<file path="src/rtl/bcd_counter_pkg.sv">
// Shared constants and helpers for the BCD counter slice.
// Segment patterns are active-low, bit0 = a through bit6 = g.
package bcd_counter_pkg;

  localparam logic [3:0] DIGIT_MAX = 4'd9;
  localparam logic [6:0] SEG_BLANK = 7'b1111111;

  // Decimal digit patterns; index 0 is the rightmost entry.
  localparam logic [9:0][6:0] SEG_TABLE = {
    7'b0010000,  // 9
    7'b0000000,  // 8
    7'b1111000,  // 7
    7'b0000010,  // 6
    7'b0010010,  // 5
    7'b0011001,  // 4
    7'b0110000,  // 3
    7'b0100100,  // 2
    7'b1111001,  // 1
    7'b1000000   // 0
  };

  function automatic int unsigned clog2(input int unsigned v);
    int unsigned r;
    int unsigned x;
    r = 0;
    x = (v > 0) ? v - 1 : 0;
    while (x > 0) begin
      r = r + 1;
      x = x >> 1;
    end
    return r;
  endfunction

endpackage

</file>
<file path="src/rtl/bcd_digit.sv">
// One BCD decade: holds a 0..9 digit, steps when enabled by the chain below it,
// and forwards carry (up) or borrow (down) to the next decade.
module bcd_digit
  import bcd_counter_pkg::*;
(
  input  logic       clk_in,
  input  logic       rst_n,
  input  logic       clear,
  input  logic       load,
  input  logic [3:0] load_digit,
  input  logic       step,
  input  logic       up,
  input  logic       cin,
  output logic [3:0] digit,
  output logic       cout
);

  logic [3:0] next_c;

  always_comb begin
    next_c = digit;
    if (up) next_c = (digit == DIGIT_MAX) ? 4'd0 : digit + 4'd1;
    else    next_c = (digit == 4'd0) ? DIGIT_MAX : digit - 4'd1;
  end

  assign cout = cin && (up ? (digit == DIGIT_MAX) : (digit == 4'd0));

  always_ff @(posedge clk_in or negedge rst_n) begin
    if (!rst_n)             digit <= 4'd0;
    else if (clear)         digit <= 4'd0;
    else if (load)          digit <= (load_digit > DIGIT_MAX) ? DIGIT_MAX : load_digit;
    else if (step && cin)   digit <= next_c;
  end

endmodule

</file>
<file path="src/rtl/hex7segment.sv">
// Hex digit to active-low seven-segment pattern (bit0 = a ... bit6 = g).
module hex7segment
  import bcd_counter_pkg::*;
(
  input  logic [3:0] hex,
  output logic [6:0] seg
);

  always_comb begin
    seg = SEG_BLANK;
    case (hex)
      4'hA:    seg = 7'b0001000;
      4'hB:    seg = 7'b0000011;
      4'hC:    seg = 7'b1000110;
      4'hD:    seg = 7'b0100001;
      4'hE:    seg = 7'b0000110;
      4'hF:    seg = 7'b0001110;
      default: seg = SEG_TABLE[hex];
    endcase
  end

endmodule

</file>
<file path="src/rtl/bcd_counter.sv">
// Multi-digit BCD up/down counter with prescaler, load/clear, wrap or
// saturate at the limits, and per-digit seven-segment outputs.
module bcd_counter
  import bcd_counter_pkg::*;
#(
  parameter int unsigned DIGITS   = 2,
  parameter int unsigned CLK_HZ   = 50000000,
  parameter int unsigned TICK_HZ  = 1,
  parameter bit          SATURATE = 1'b0
) (
  input  logic                  clk_in,
  input  logic                  rst_n,
  input  logic                  en,
  input  logic                  up,
  input  logic                  clear,
  input  logic                  load,
  input  logic [4*DIGITS-1:0]   load_val,
  output logic [4*DIGITS-1:0]   bcd,
  output logic [7*DIGITS-1:0]   seg,
  output logic                  tick,
  output logic                  carry
);

  localparam int unsigned DIV  = (TICK_HZ == 0) ? 0 : CLK_HZ / TICK_HZ;
  localparam int unsigned PS_W = (clog2(DIV) == 0) ? 1 : clog2(DIV);
  localparam logic [PS_W-1:0] PS_MAX = PS_W'((DIV == 0) ? 0 : DIV - 1);

  if (DIV < 1) begin : g_bad_div
    $error("bcd_counter: CLK_HZ/TICK_HZ must be at least 1");
  end
  if (DIGITS < 1 || DIGITS > 8) begin : g_bad_digits
    $error("bcd_counter: DIGITS must be in 1..8");
  end

  logic [PS_W-1:0] prescale;
  logic [DIGITS:0] chain;
  logic            step_c;
  logic            limit_c;
  logic            advance_c;
  logic            digit_step_c;

  // chain[DIGITS] is high only when every digit sits at the limit for the direction.
  assign chain[0]     = 1'b1;
  assign limit_c      = chain[DIGITS];
  assign step_c       = en && (prescale == PS_MAX);
  assign advance_c    = step_c && !clear && !load;
  assign digit_step_c = step_c && !(SATURATE && limit_c);

  always_ff @(posedge clk_in or negedge rst_n) begin
    if (!rst_n)              prescale <= '0;
    else if (clear || load)  prescale <= '0;
    else if (en)             prescale <= step_c ? '0 : prescale + PS_W'(1);
  end

  always_ff @(posedge clk_in or negedge rst_n) begin
    if (!rst_n) begin
      tick  <= 1'b0;
      carry <= 1'b0;
    end else begin
      tick  <= advance_c;
      carry <= advance_c && limit_c;
    end
  end

  for (genvar g = 0; g < DIGITS; g++) begin : g_digit
    bcd_digit u_digit (
      .clk_in     (clk_in),
      .rst_n      (rst_n),
      .clear      (clear),
      .load       (load),
      .load_digit (load_val[4*g +: 4]),
      .step       (digit_step_c),
      .up         (up),
      .cin        (chain[g]),
      .digit      (bcd[4*g +: 4]),
      .cout       (chain[g+1])
    );

    hex7segment u_seg (
      .hex (bcd[4*g +: 4]),
      .seg (seg[7*g +: 7])
    );
  end

endmodule

</file>
<file path="config.mk">
export PLATFORM = sky130hd
export DESIGN_NAME = bcd_counter
export DESIGN_NICKNAME = d
export VERILOG_FILES = /design/src/rtl/bcd_counter_pkg.sv /design/src/rtl/bcd_digit.sv /design/src/rtl/hex7segment.sv /design/src/rtl/bcd_counter.sv
export SDC_FILE = /design/constraint.sdc
export NUM_CORES = 1
export LEC_CHECK = 0
export CORE_MARGIN = 5
export CORE_UTILIZATION = 50
export DETAILED_ROUTE_END_ITERATION = 8
export PLACE_DENSITY = 0.73
export SYNTH_ARGS = -nofsm -noshare
export SYNTH_HDL_FRONTEND = slang
export SYNTH_SLANG_ARGS = --single-unit
</file>
<file path="constraint.sdc">
create_clock -name clk_in -period 4 [get_ports clk_in]
set_input_delay 0.4 -clock clk_in [delete_from_list [all_inputs] [get_ports clk_in]]
set_output_delay 0.4 -clock clk_in [all_outputs]
set_load 0.02 [all_outputs]
</file>
## Word level (Yosys, flattened, before mapping)

Memories as Yosys holds them, arrays and structs flattened.
Cells that the tools add are included.

- Flip-flop bits (word level): 36
- Memory bits (read-only): 224
- Word-level logic and storage cells: 68
- Memories kept: 2

- Add/sub/neg operators: 5
- Order comparisons: 4
- Eq/ne operators: 15
- Muxes and demuxes: 23
- Reduce and logical (&&, ||, !) cells: 14

Memory list:

| name | depth | bits a word | read ports | clocked after Yosys merged registers in | write ports | line | RTL |
|---|---|---|---|---|---|---|---|
| (name not given) | 16 | 7 | 1 | 0 | 0 | hex7segment.sv:18 | `default: seg = SEG_TABLE[hex];` |
| (name not given) | 16 | 7 | 1 | 0 | 0 | hex7segment.sv:18 |  |

Operators by type and width:

| kind | count |
|---|---|
| $pmux 7 s6 | 2 |
| $mux 26 | 3 |
| $eq 4x4->1 const B | 14 |
| $mux 4 | 14 |
| $add 26x1->26 const B | 1 |
| $eq 26x26->1 const B | 1 |
| $mux 7 | 2 |
| $lt 4x5->1 const B | 2 |
| $add 4x1->4 const B | 2 |
| $gt 4x4->1 const B | 2 |
| $logic_not 4->1 | 2 |
| $sub 4x1->4 const B | 2 |
| $logic_and 1x1->1 | 6 |
| $reduce_bool 3->1 | 2 |
| $logic_not 1->1 | 2 |
| $mux 1 | 2 |
| $reduce_bool 2->1 | 1 |
| $logic_or 1x1->1 | 1 |

## Longest topological paths before layout

- Depth in word-level cells: 6
- Gate-level depth with buffers: 7
- Depth with buffers taken out: 7

## Modules after synthesis

A second synthesis with hierarchy kept.

- Cells, all modules: 368
- Area total of the unflattened synthesis: 3016.6 um2

By module, submodules not included:

| module | instances | cells an instance | area each (um2) | seq. area each (um2) |
|---|---|---|---|---|
| bcd_counter | 1 | 188 | 1715.4 | 700.7 |
| bcd_digit | 2 | 53 | 391.6 | 100.1 |
| hex7segment (g_digit[0].u_seg) | 1 | 36 | 265.3 | 0.0 |
| hex7segment (g_digit[1].u_seg) | 1 | 38 | 252.7 | 0.0 |

## Least setup slack after synthesis

No wires, ideal clock.

- Path type: reg2reg
- Start: reg g_digit[0].u_digit.digit[0]
- End: reg g_digit[1].u_digit.digit[2]
- Setup time: 0.144 ns
- Data arrival time: 2.142 ns
- Required time: 3.856 ns
- Path slack: 1.714 ns
- Stages on the path, launching flop included: 8
- Path buffers: 0
- Period minus slack after synthesis: 2.286 ns
- Cell sequence: dfrtp_1 inv_1 ha_1 or3b_1 a21oi_1 nand4_4 a2111oi_0 a2111oi_1

- Word-level cells in the longest chain between the ends: 4

Ends and longest elaborated chain:

| element | line | RTL |
|---|---|---|
| start: declaration | bcd_digit.sv:14 | `output logic [3:0] digit,` |
| start signal: assignment | bcd_digit.sv:31 | `else if (load) digit <= (load_digit > DIGIT_MAX) ? DIGIT_MAX : load_digit;` |
| start signal: assignment | bcd_digit.sv:32 | `else if (step && cin) digit <= next_c;` |
| $eq 4x4->1 or $logic_not 4->1 (tied branches) | bcd_digit.sv:26 | `assign cout = cin && (up ? (digit == DIGIT_MAX) : (digit == 4'd0));` |
| $mux 1 (*) | bcd_digit.sv:26 |  |
| $logic_and 1x1->1 (*) | bcd_digit.sv:32 |  |
| $reduce_bool 3->1 (no source line) (*) | -- |  |
| end signal: assignment | bcd_digit.sv:31 |  |
| end signal: assignment | bcd_digit.sv:32 |  |
| end: declaration | bcd_digit.sv:14 |  |

Mark *: on every way between the ends. The rest lies on a longest branch, timed or not.
A chain may end at the register's enable or synchronous reset.

## Final worst setup path

- Start: reg g_digit[0].u_digit.digit[0]
- End: out seg[4]

- Word-level cells in the longest chain between the ends: 3

Ends and longest elaborated chain:

| element | line | RTL |
|---|---|---|
| $mem_v2 16x7 | -- |  |
| $mux 7 (not written as such) | hex7segment.sv:18 |  |
| $pmux 7 s6 (*) | hex7segment.sv:11 | `case (hex)` |
| end: declaration | bcd_counter.sv:19 | `output logic [7*DIGITS-1:0] seg,` |

Mark *: on every way between the ends. The rest lies on a longest branch, timed or not. The select of a mux whose other input is x is not followed.

==> impl_metrics.json <==
{
  "grt_pass1_vias": 2561,
  "synth-seq-area-share": 0.3173,
  "drt_wl_total_mm": 7.018,
  "synth_seq_cells": 36,
  "yosys.area.top_type": "dfrtp_1",
  "swShare": 0.3085,
  "crit_type": "reg -> out",
  "ys_top_cells_by_area": "dfrtp_1 (32%), nor2_1 (7.1%), ha_1 (5.3%), nand2_1 (4.0%), a21oi_1 (3.5%)",
  "hold_violations": 0,
  "layout-drive-gt1-share": 0.04700,
  "routed-wl-met3_um": 404,
  "p_comb_frac": 0.243,
  "diodes": 0,
  "fin_area_mm2": 0.003309,
  "skew_ns": 0.007233,
  "rsz0062_at_grt": "false",
  "post-route-period-util": 0.7565,
  "grt_pass1_wl_mm": 12.16,
  "wl_met2_mm": 3.236,
  "cp-start-kind": "register",
  "drt-met1-wl_mm": 3.316,
  "dr.pass1.iters": 4,
  "post_cts_buffers": 0,
  "core-area_mm2": 0.005507,
  "syn_inst": 357,
  "grt_max_degree": 37,
  "placed_area_mm2": 0.003232,
  "setup_viol_count_final": 0,
  "fin_nets": 409,
  "synthToLayoutAreaGrowth_pct": 16.57,
  "track_usage": 0.1992,
  "tritoncts": "yes",
  "power_density_mw_per_mm2": 252.4,
  "synth_edf_count": 0,
  "cts_htree_levels": 2,
  "fp-row-count": 27,
  "worst_slew_pin_slew_ns": 0.7003,
  "end_kind": "output port",
  "num_vias": 2735,
  "grt_remaining_overflow": 0,
  "synth_top_area_frac": 0.3173,
  "drc_errors": 0,
  "ir_drop_mv": 0.1518,
  "cts-root-buf": "clkbuf_8",
  "fp.dieH_um": 85.35,
  "r2r_cells": 7,
  "p_total_uw": 835.3,
  "synth_fp_nets": 383,
  "clockBufferDepth": 2,
  "slowest_delay_ns": 0.65,
  "worst_hold_path_type": "in -> async",
  "antenna_found_initial": 0,
  "viasPerCell": 6.011,
  "syn_area_mm2": 0.002839,
  "timing.max_cap.violations": 0,
  "power.internal_uw": 577.6,
  "die_area_mm2": 0.007285,
  "status": "complete, no violations",
  "top_layer": "met4",
  "drtIter0Drc": 130,
  "crit_fanout": 8,
  "clkSinkCount": 36,
  "io_pins": 38,
  "dp_hpwl_mm": 5.034,
  "globalplace.congestion": 0.9220,
  "fin_setup_tns_ns": 0,
  "slew_viol_final": 0,
  "cts_resized": 0,
  "worstPathRequired_ns": 3.60,
  "slew_headroom": 0.5332,
  "ant_nets": 0,
  "cpMaxStageDelayCell": "clkdlybuf4s50_1",
  "pwr-share-clk": 0.292,
  "start_util": 0.5156,
  "clkSlewWorstSetupHoldPaths_ns": 0.07,
  "p_seq_frac": 0.465,
  "ys_types": 62,
  "yosysWarnings": 0,
  "io_buffer_count": 37,
  "cp_cell_sequence": "inv_1, ha_1, or3_1, a2bb2oi_1, o32ai_1, clkdlybuf4s50_1",
  "p_leak_nw": 1.227,
  "numCtsBuffers": 5,
  "synth_flop_cell": "dfrtp_1",
  "wl_per_cell_um": 15.42,
  "fmax_mhz": 330.5,
  "syn_avg_cell_area_um2": 7.952,
  "insertion_delay_ns": 0.29,
  "cts_hold_buffers": 0,
  "power_switching_uw": 257.7,
  "die_x_um": 85.35,
  "min_period_ns": 3.026,
  "worstPathArrival_ns": 2.63,
  "async_flop_share": 1.000
}
-- path summary, 6_finish.rpt --
check / from / end / slack [ns]
min reg2reg: prescale[25] / prescale[25] / 0.57
max: g_digit[0].u_digit.digit[0] / seg[4] / 0.97
min: rst_n / carry / 0.54
max reg2reg: g_digit[0].u_digit.digit[0] / g_digit[1].u_digit.digit[2] / 1.47
min in group clk_in: prescale[25] / prescale[25] / 0.57
max in group asynchronous: rst_n / prescale[20] / 3.11
-- registers in the layout (all words and copies together) (netlist names) --
signal and flops:
prescale 26, tick 1, g_digit.u_digit.digit 8, carry 1
-- kinds of logic (layout without fill, tap and decap cells) --
| family | count (synthesis) | in the layout | share of synthesized area |
|---|---|---|---|
| multiplexers | 6 | 6 | 0.02776 |
| adder cells (fa/ha/maj) | 12 | 12 | 0.05289 |
| buffers and inverters | 34 | 60 | 0.04627 |
| AO/OA/AOI/OAI | 83 | 83 | 0.1816 |
| AND/OR/NAND/NOR | 167 | 167 | 0.3156 |
| flip-flops | 36 | 36 | 0.3173 |
| XOR/XNOR | 19 | 19 | 0.05862 |
-- cell usage in the layout, fill, tap and decap left out, drive strengths merged, types with 3 or more instances in the layout --
cell type / count
inv: 14
mux2i: 3
xnor2: 11
a21oi: 20
a211oi: 3
ha: 12
clkbuf: 6
a31oi: 9
and4: 4
or3: 4
nor3: 8
and3: 4
o211ai: 3
nand2b: 6
nand2: 31
dfrtp: 36
o31ai: 3
a22oi: 3
xor2: 8
nor3b: 3
nor2: 56
clkdlybuf4s50: 37
nor4: 6
or4b: 3
nand3: 13
nand4: 13
o21ai: 25
nor2b: 4
-- cell type report --
type                       count  area (µm²)
clock buffer                   6       72.57
clock inverter                 1       5.005
sequential                    36       900.9
tap                           72       90.09
inverter                      15       56.30
multi-input combinational    287        1807
fill                         480        2197
timing repair buffer          38       377.9
-- cells in the mapped netlist, drive strengths merged, types with 4 or more instances --
master  instances
nor3            8
xnor2          11
xor2            8
a21oi          20
dfrtp          36
and3            4
clkbuf         13
inv            14
nand2          31
nand4          13
o21ai          25
and4            4
or3             4
nand3          13
nor4            6
buf             6
nor2b           4
ha             12
nand2b          6
nor2           56
a31oi           9
-- through the flow --
stage            util  setup slack [ns]  hold WS, ns  instances
6_report       0.6010            0.9741       0.5407        455
4_1_cts        0.6010            0.9833       0.5652        455
2_1_floorplan       -             1.714       0.1044        357
3_3_place_gp   0.5869             1.271       0.5477        448
5_1_grt        0.6010            0.8062       0.5839        455
3_5_place_dp   0.5869             1.157       0.5591        448
-- power by group through the flow --
| stage | Clock [mW] | Combinational [mW] | Sequential (mW) |
|---|---|---|---|
| floorplan | 0 | 0.122 | 0.389 |
| global route | 0.266 | 0.222 | 0.390 |
| global placement | 0 | 0.201 | 0.394 |
| finish | 0.244 | 0.203 | 0.388 |
| detailed placement | 0 | 0.204 | 0.395 |
| CTS | 0.249 | 0.204 | 0.388 |
-- worst max-delay path, delay by kind of cell (launching register included) --
kind                     cells  cell delay [ns]
AO/OA/AOI/OAI                2             0.27
AND/OR/NAND/NOR              1             0.43
flip-flops                   1             0.50
buffers and inverters        2             0.82
adder cells (fa/ha/maj)      1             0.33
-- metal layers --
layer,GRT usage,up-vias
met5,0,-
met4,0.05036,0
met3,0.03495,9
met2,0.3192,74
met1,0.2774,1311
li1,-,1341
(Power assumes the default switching activity.)
